## src/rtl/seg_scan_ctrl.sv

```systemverilog
// seg_scan_ctrl: time-multiplexed scan of up to eight common-anode digits
// through one shared 3-bit segment decoder. A small host-written register
// file holds {vis, value} per digit; the FSM alternates a dead-time BLANK
// gap with a SHOW dwell for each digit in turn.
module seg_scan_ctrl #(
    parameter int DIGITS    = 8,
    parameter int SCAN_DIV  = 1000,
    parameter int BLANK_CYC = 4
) (
    input  logic              clk,
    input  logic              rst,
    input  logic              run,
    input  logic              wr_en,
    input  logic [2:0]        wr_addr,
    input  logic [3:0]        wr_data,
    output logic              dec_en,
    output logic [2:0]        dec_in,
    output logic [DIGITS-1:0] digit_sel,
    output logic [2:0]        cur_digit,
    output logic              frame_done
);

    // The dwell counter only needs to reach the larger of the two phase lengths.
    localparam int MAX_CYC = (SCAN_DIV > BLANK_CYC) ? SCAN_DIV : BLANK_CYC;
    localparam int CNT_W   = (MAX_CYC > 1) ? $clog2(MAX_CYC) : 1;

    localparam logic [CNT_W-1:0] BLANK_LAST = CNT_W'(BLANK_CYC - 1);
    localparam logic [CNT_W-1:0] SHOW_LAST  = CNT_W'(SCAN_DIV - 1);
    localparam logic [2:0]       LAST_DIGIT = 3'(DIGITS - 1);

    typedef enum logic [1:0] {
        ST_IDLE  = 2'd0,
        ST_BLANK = 2'd1,
        ST_SHOW  = 2'd2
    } state_t;

    state_t           state_q, state_d;
    logic [CNT_W-1:0] cnt_q, cnt_d;
    logic [2:0]       cur_q, cur_d;
    logic             frame_q, frame_d;

    logic [3:0]       rf_q [DIGITS];
    logic [3:0]       cur_ent;
    logic             show_vis;

    // Register file: one write per cycle, addresses beyond the last digit
    // match no entry and are therefore dropped.
    always_ff @(posedge clk or posedge rst) begin
        if (rst) begin
            for (int i = 0; i < DIGITS; i++) begin
                rf_q[i] <= '0;
            end
        end else if (wr_en) begin
            for (int i = 0; i < DIGITS; i++) begin
                if (wr_addr == 3'(i)) begin
                    rf_q[i] <= wr_data;
                end
            end
        end
    end

    // Read port for the digit being scanned; combinational so a write to the
    // lit digit appears in the very next cycle.
    always_comb begin
        cur_ent = 4'b0000;
        for (int i = 0; i < DIGITS; i++) begin
            if (cur_q == 3'(i)) begin
                cur_ent = rf_q[i];
            end
        end
    end

    // State register together with the dwell counter, digit index and frame pulse.
    always_ff @(posedge clk or posedge rst) begin
        if (rst) begin
            state_q <= ST_IDLE;
            cnt_q   <= '0;
            cur_q   <= 3'd0;
            frame_q <= 1'b0;
        end else begin
            state_q <= state_d;
            cnt_q   <= cnt_d;
            cur_q   <= cur_d;
            frame_q <= frame_d;
        end
    end

    // Next-state logic; dropping run returns to IDLE ahead of any other move.
    always_comb begin
        state_d = state_q;
        cnt_d   = cnt_q;
        cur_d   = cur_q;
        frame_d = 1'b0;
        if (!run) begin
            state_d = ST_IDLE;
            cnt_d   = '0;
            cur_d   = 3'd0;
        end else begin
            case (state_q)
                ST_IDLE: begin
                    state_d = ST_BLANK;
                    cnt_d   = '0;
                    cur_d   = 3'd0;
                end
                ST_BLANK: begin
                    if (cnt_q == BLANK_LAST) begin
                        state_d = ST_SHOW;
                        cnt_d   = '0;
                    end else begin
                        cnt_d = cnt_q + CNT_W'(1);
                    end
                end
                ST_SHOW: begin
                    if (cnt_q == SHOW_LAST) begin
                        state_d = ST_BLANK;
                        cnt_d   = '0;
                        if (cur_q == LAST_DIGIT) begin
                            cur_d   = 3'd0;
                            frame_d = 1'b1;
                        end else begin
                            cur_d = cur_q + 3'd1;
                        end
                    end else begin
                        cnt_d = cnt_q + CNT_W'(1);
                    end
                end
                default: begin
                    state_d = ST_IDLE;
                    cnt_d   = '0;
                    cur_d   = 3'd0;
                end
            endcase
        end
    end

    // Output decode: only SHOW lights anything, and only a visible digit.
    always_comb begin
        show_vis   = (state_q == ST_SHOW) && cur_ent[3];
        dec_en     = show_vis;
        dec_in     = (state_q == ST_SHOW) ? cur_ent[2:0] : 3'd0;
        cur_digit  = cur_q;
        frame_done = frame_q;
    end

    // Active-low select: at most the current digit's line, and only with dec_en.
    genvar gi;
    generate
        for (gi = 0; gi < DIGITS; gi++) begin : g_sel
            assign digit_sel[gi] = ~(show_vis && (cur_q == 3'(gi)));
        end
    endgenerate

endmodule

```

## config.mk

```make
export PLATFORM = sky130hd
export DESIGN_NAME = seg_scan_ctrl
export DESIGN_NICKNAME = d
export VERILOG_FILES = /design/src/rtl/seg_scan_ctrl.sv
export SDC_FILE = /design/constraint.sdc
export NUM_CORES = 1
export LEC_CHECK = 0
export ABC_AREA = 1
export BUFFER_PORTS_ARGS = -buffer_cell sky130_fd_sc_hd__buf_4
export CELL_PAD_IN_SITES_DETAIL_PLACEMENT = 0
export CELL_PAD_IN_SITES_GLOBAL_PLACEMENT = 1
export CORE_ASPECT_RATIO = 1.1
export CORE_MARGIN = 10
export CORE_UTILIZATION = 43
export CTS_CLUSTER_DIAMETER = 120
export DETAILED_ROUTE_END_ITERATION = 6
export MAX_ROUTING_LAYER = met4
export PLACE_DENSITY = 0.81
export SYNTH_ARGS = -nofsm -noshare
export SYNTH_HDL_FRONTEND = slang
export SYNTH_SLANG_ARGS = --single-unit
```

## constraint.sdc

```tcl
create_clock -name clk -period 2 [get_ports clk]
set_input_delay 0.1 -clock clk [delete_from_list [all_inputs] [get_ports clk]]
set_output_delay 0.1 -clock clk [all_outputs]
set_load 0.05 [all_outputs]
```

* Yosys cells after proc, flatten, opt, wreduce, memory -nomap -nowiden
Index checks and enable logic that the tools add are counted.
** Word-level totals
- Register bits :: 48
- Bits of input ports :: 11
- Output and inout port bits :: 16
- Word-level logic and storage cells :: 90
** Operators by class
- $add $sub $neg :: 2
- Eq/ne operators :: 21
- Multiplexer cells :: 25
- Bitwise logic cells :: 8
- Reductions and logical operators :: 22
** Operator list (number)
- 4-bit 2-to-1 mux :: 8
- 10-bit 2-to-1 mux :: 3
- 3-bit equality test (second input constant) :: 8
- 10-bit one-hot mux with 2 select lines :: 1
- 2-bit AND reduction :: 10
- 3-bit by 2-bit equality test with 1-bit output (second input constant) :: 4
- 3-bit 2-to-1 mux :: 4
- 10-bit by 1-bit adder with 10-bit output (second input constant) :: 1
- 10-bit equality test (second input constant) :: 1
- 10-bit by 2-bit equality test with 1-bit output (second input constant) :: 1
- 1-bit logical AND :: 9
- 1-bit inverter :: 8
- 3-bit by 1-bit equality test with 1-bit output (second input constant) :: 2
- 3-bit zero test :: 2
- 2-bit 2-to-1 mux :: 3
- 3-bit != test (second input constant) :: 2
- 2-bit one-hot mux with 3 select lines :: 1
- 3-bit one-hot mux with 2 select lines :: 1
- 1-bit 2-to-1 mux :: 4
- 3-bit by 1-bit adder with 3-bit output (second input constant) :: 1
- 2-bit by 1-bit equality test with 1-bit output (second input constant) :: 1
- 2-bit equality test (second input constant) :: 1
- 2-bit zero test :: 1
- 2-bit != test (second input constant) :: 1

* Depth between registers and ports, before layout
- Depth after elaboration :: 12
- Gate-level depth with buffers :: 13
- Depth with buffers taken out :: 13

* Worst setup path before layout
Ideal clock, no wire load.
- Path kind :: register to output
- Start :: register cur_q[2] (netlist: cur_digit[2])
- End :: output port dec_en
- Arrival :: 2.358 ns
- Data required time :: 1.900 ns
- Slack :: -0.458 ns
- Cell stages (with the launch flop) :: 12
- Buffers on the path :: 0
- Path through :: dfrtp_1 inv_2 ha_1 inv_1 o21ai_1 clkinv_1 nand2_1 nand2_1 nand2_1 nand2_1 nand2_2 a21boi_1
** Between the ends
- Cells in the longest elaborated chain, start to end :: 10
- Elaborated cells on any way between the ends :: 17
- Classes of those cells :: eq/ne: 7; mux: 8; reduce/logical: 2
** Ends and longest elaborated chain
- start, declared :: line 39 : logic [2:0] cur_q, cur_d;
- start signal, assigned :: line 83 : cur_q <= cur_d;
- 3-bit zero test :: line 67 : if (cur_q == 3'(i)) begin
- 4-bit 2-to-1 mux (7 in a row) :: line 67
- 4-bit 2-to-1 mux * :: line 67
- 1-bit logical AND * :: line 138 : show_vis = (state_q == ST_SHOW) && cur_ent[3];
- end, declared :: line 16 : output logic dec_en,
Every way passes the cells marked *; elsewhere a longest branch is shown, timed or not.

* Worst setup path in the final report
- Start :: register cur_q[1] (netlist: cur_digit[1])
- End :: output port digit_sel[1]
** Between the ends
- Cells in the longest elaborated chain, start to end :: 12
- Elaborated cells on any way between the ends :: 19
- Classes of those cells :: eq/ne: 7; mux: 8; bitwise: 1; reduce/logical: 3
** Ends and longest elaborated chain
- 3-bit zero test :: line 67
- 4-bit 2-to-1 mux (8 in a row) :: line 67
- 1-bit logical AND :: line 138
- 1-bit logical AND * :: line 149 : assign digit_sel[gi] = ~(show_vis && (cur_q == 3'(gi)));
- 1-bit inverter * :: line 149
- end, declared :: line 18 : output logic [DIGITS-1:0] digit_sel,
Marked as above.

==> impl_metrics.yaml <==
floorplanning:
  core.rowCount: 29
  core_footprint_um2: 5770
  die_area_um2: 9460
  ioPinCount: 27
  chipWidth_um: 93.6
  dieHeight_um: 101
  start_util: 0.445
route:
  num_vias: 2273
  drt_pass1_iterations: 4
  ant_nets: 0
  drt_wl_total_um: 6450
  route.top_layer_used: "met4"
  via_per_inst: 4.82
  dr_wl_met3_um: 211
  per_cell_routed_wire_length_um: 13.7
  wl_met2_um: 3300
  detail_route.wirelength.met1_um: 2870
  route.detailed.drc: 0
  drc_violation_total_after_the_first_tritonroute_iteration: 78
sta:
  worst-slew-pin-transition_ps: 598
  period_minus_slack_ps: 2100
  rsz0062_at_grt: "true"
  slew_violations: 0
  finalSetupViolCount: 12
  layout_setup_ws_ps: -105
  finClkSkew_ps: 3.99
  share_of_the_cycle_needed_by_the_critical_path_after_routing: 1.05
  relSlewSlack: 0.599
  holdWs_ps: 19.2
  maxClockFrequency_mhz: 475
  final_hold_vios: 0
grt:
  total_routing_usage_gr: 0.144
  grt_antenna_before_repair: 0
  grt_max_degree: 26
  global_route_wire_length_before_repair_um: 10700
  grt_overflow_total: 0
  first_global_vias: 2281
setup_path:
  critical_path.cell_chain: "buf_6, ha_4, nand2_4, nand2_2, inv_2, nand2_1, nand2_2, nand2_1, nand2_1, nand2_2, nand2_4, nand2_8, nand3_4, buf_8"
  crit-reg2reg-launch: "cnt_q[0]$_DFF_PP0_"
  crit_path_top_delay_cell: "dfrtp_2"
  critPathMaxFanout: 8
  setup.worst_path.start_class: "register"
  required_ps: 1900
  criticalPathCategory: "register to primary output"
  setup.worst_path.end_class: "primary output"
  critical_path.max_stage_delay_ps: 470
  crit_path_from: "cur_digit[1]$_DFFE_PP0P_"
  arrival_ps: 2000
outcome:
  failed_checks: "setup timing"
  outcome: "finished with violations"
placement:
  hpwlAfterDp_um: 4870
  dpl-instance-area_um2: 3110
  final_gp_congestion: 0.871
  place.port_buffers: 26
power_and_ir_drop:
  internal_power_mw: 1.93
  power.sequential.fraction: 0.422
  static-leakage-power_nw: 1.72
  switching_power_mw: 0.928
  powerDensity_nw_per_um2: 797
  p_sw_frac: 0.324
  power.share.clock: 0.281
  power.combinational.fraction: 0.297
  vdd.ir_drop.worst_mv: 0.363
cts:
  htree_levels: 2
  clock_sinks: 48
  clkSlewWorstSetupHoldPaths_ps: 80
  clk_root_buffer_cell: "clkbuf_8"
  cts_made_buffers: 5
  tritoncts_clock_tree: "done"
  clkLatencyLatePin_ps: 300
  number_of_buffers_on_the_longest_clock_path: 2
finish:
  antenna-diode-count: 0
  fin_nets: 417
  finalInstanceArea_um2: 3590
  drive_above_1_share: 0.304
  syn_to_final_growth_pct: 40.0
yosys:
  synth.ff_latch_count: 48
  netlist_instances: 338
  syn-num-nets: 360
  syn-mean-instance-area_um2: 7.59
  yosysSeqAreaShare: 0.468
  largest_area_contributor_in_the_synthesized_netlist: "dfrtp_1"
  synth.most_common_cell: "nand2_1"
  synth_top_cells_by_area: "dfrtp_1 47%, nand2_1 15%, o21ai_0 6.2%"
  synth.cells.most_frequent: "103 x nand2_1, 48 x dfrtp_1, 40 x nor2_1, 33 x inv_1, 32 x o21ai_0"
  synth_top_flop_cell: "dfrtp_1"
  synth_enable_flop_cells: 0
  netlist-cell-type-count: 25
  netlist_area_um2: 2560
  async_reset_ff_frac: 1.00
  yosysWarningCount: 0
  synth.top_cell.area_share: 0.468
min_path:
  launch_point_of_the_worst_hold_path: "wr_data[3]"
  hold_path_class: "input port to register"
job:
  max_cap_viol_count: 0
==> power by group through the flow <==
stage,Sequential (mW),Combinational [mW],Clock (mW)
finish,1.21,0.850,0.805
CTS,1.20,0.823,0.833
global route,1.23,0.947,0.871
global placement,1.21,0.728,0
detailed placement,1.22,0.740,0
floorplan,1.21,0.537,0
==> cells in the final DEF, fill, tap and decap left out, types with 2 or more instances in the layout <==
cell / Yosys / layout
inv_1: 33 / 27
nor3_1: 2 / 2
dfrtp_2: 0 / 3
a21oi_2: 0 / 2
a21boi_4: 0 / 2
ha_4: 0 / 5
nand4_1: 3 / 3
nand3_1: 17 / 6
nor2_2: 2 / 4
bufinv_16: 0 / 2
nand3_4: 0 / 8
nand2_4: 1 / 2
nor2_4: 0 / 2
nand2_2: 2 / 10
xor2_1: 4 / 4
inv_4: 0 / 3
clkbuf_8: 0 / 5
buf_12: 0 / 2
or2_1: 3 / 3
o21ai_1: 10 / 10
buf_6: 0 / 6
nand2_1: 103 / 93
a21oi_1: 7 / 4
buf_8: 0 / 10
nand3_2: 1 / 4
o21ai_0: 32 / 31
buf_4: 0 / 31
clkinv_1: 4 / 2
nor2_1: 40 / 36
dfrtp_1: 48 / 45
inv_2: 8 / 13
ha_1: 11 / 5
==> timing repair <==
item / in CTS / in global routing
endpoints found under the hold margin: 23 / 0
hold buffers: 1 / 0
buffers inserted: 9 / 3
gates resized for setup: 46 / 22
gates cloned: 0 / 0
pin swaps: 13 / 16
endpoints found under the setup margin: 12 / 12
==> logic make-up (layout without fill, tap and decap cells) <==
family,after synthesis,count (layout),share of synthesized area
adder cells (fa/ha/maj),11,11,0.0537
buffers and inverters,45,102,0.0659
flip-flops,48,48,0.468
AO/OA/AOI/OAI,53,53,0.108
AND/OR/NAND/NOR,177,177,0.290
XOR/XNOR,4,4,0.0137
==> sequential cells by signal, indices dropped and copies added (netlist names) <==
name        flops
rf_q           32
cnt_q          10
cur_digit       3
state_q         2
frame_done      1
==> area by class of cell <==
| cell class | instances | area [um2] |
|---|---|---|
| fill | 514 | 2180 |
| multi-input combinational | 245 | 1480 |
| sequential | 48 | 1200 |
| timing repair buffer | 50 | 500 |
| inverter | 45 | 176 |
| tap | 77 | 96.3 |
| clock buffer | 5 | 68.8 |
| clock inverter | 2 | 60.1 |
==> critical path, delay by kind of cell, from the launching register on <==
kind                     cells  cell delay, ps
flip-flops                   1             470
AND/OR/NAND/NOR             10             730
buffers and inverters        3             330
adder cells (fa/ha/maj)      1             160
==> metrics by stage <==
step / setup TNS [ps] / instances / setup WS, ps / util / total power, mW
after floorplan: 0 / 338 / 1.17 / - / 1.74
after global routing: -2270 / 472 / -220 / 0.622 / 3.04
after detailed placement: 0 / 452 / 58.0 / 0.540 / 1.96
after global placement: 0 / 452 / 110 / 0.540 / 1.94
after CTS: -1010 / 469 / -103 / 0.607 / 2.86
final: -980 / 472 / -105 / 0.622 / 2.86
==> path summary, 6_finish.rpt <==
path	to	slack [ps]	depth (start not counted)
max reg2reg	cur_digit[0]$_DFFE_PP0P_	280	9
max	digit_sel[1]	-100	14
min in group asynchronous	rf_q[22]$_DFFE_PP0P_	400	3
min	rf_q[3]$_DFFE_PP0P_	20	3
min reg2reg	cnt_q[0]$_DFF_PP0_	470	1
max in group asynchronous	cur_digit[2]$_DFFE_PP0P_	1000	4
==> routing by layer <==
metal  GRT usage  vias up
met5           -        -
met4      0.0409        0
met3      0.0328        8
met2       0.244       31
met1       0.167     1050
li1            -     1184
Note: power is estimated with default switching activity, not from simulation.
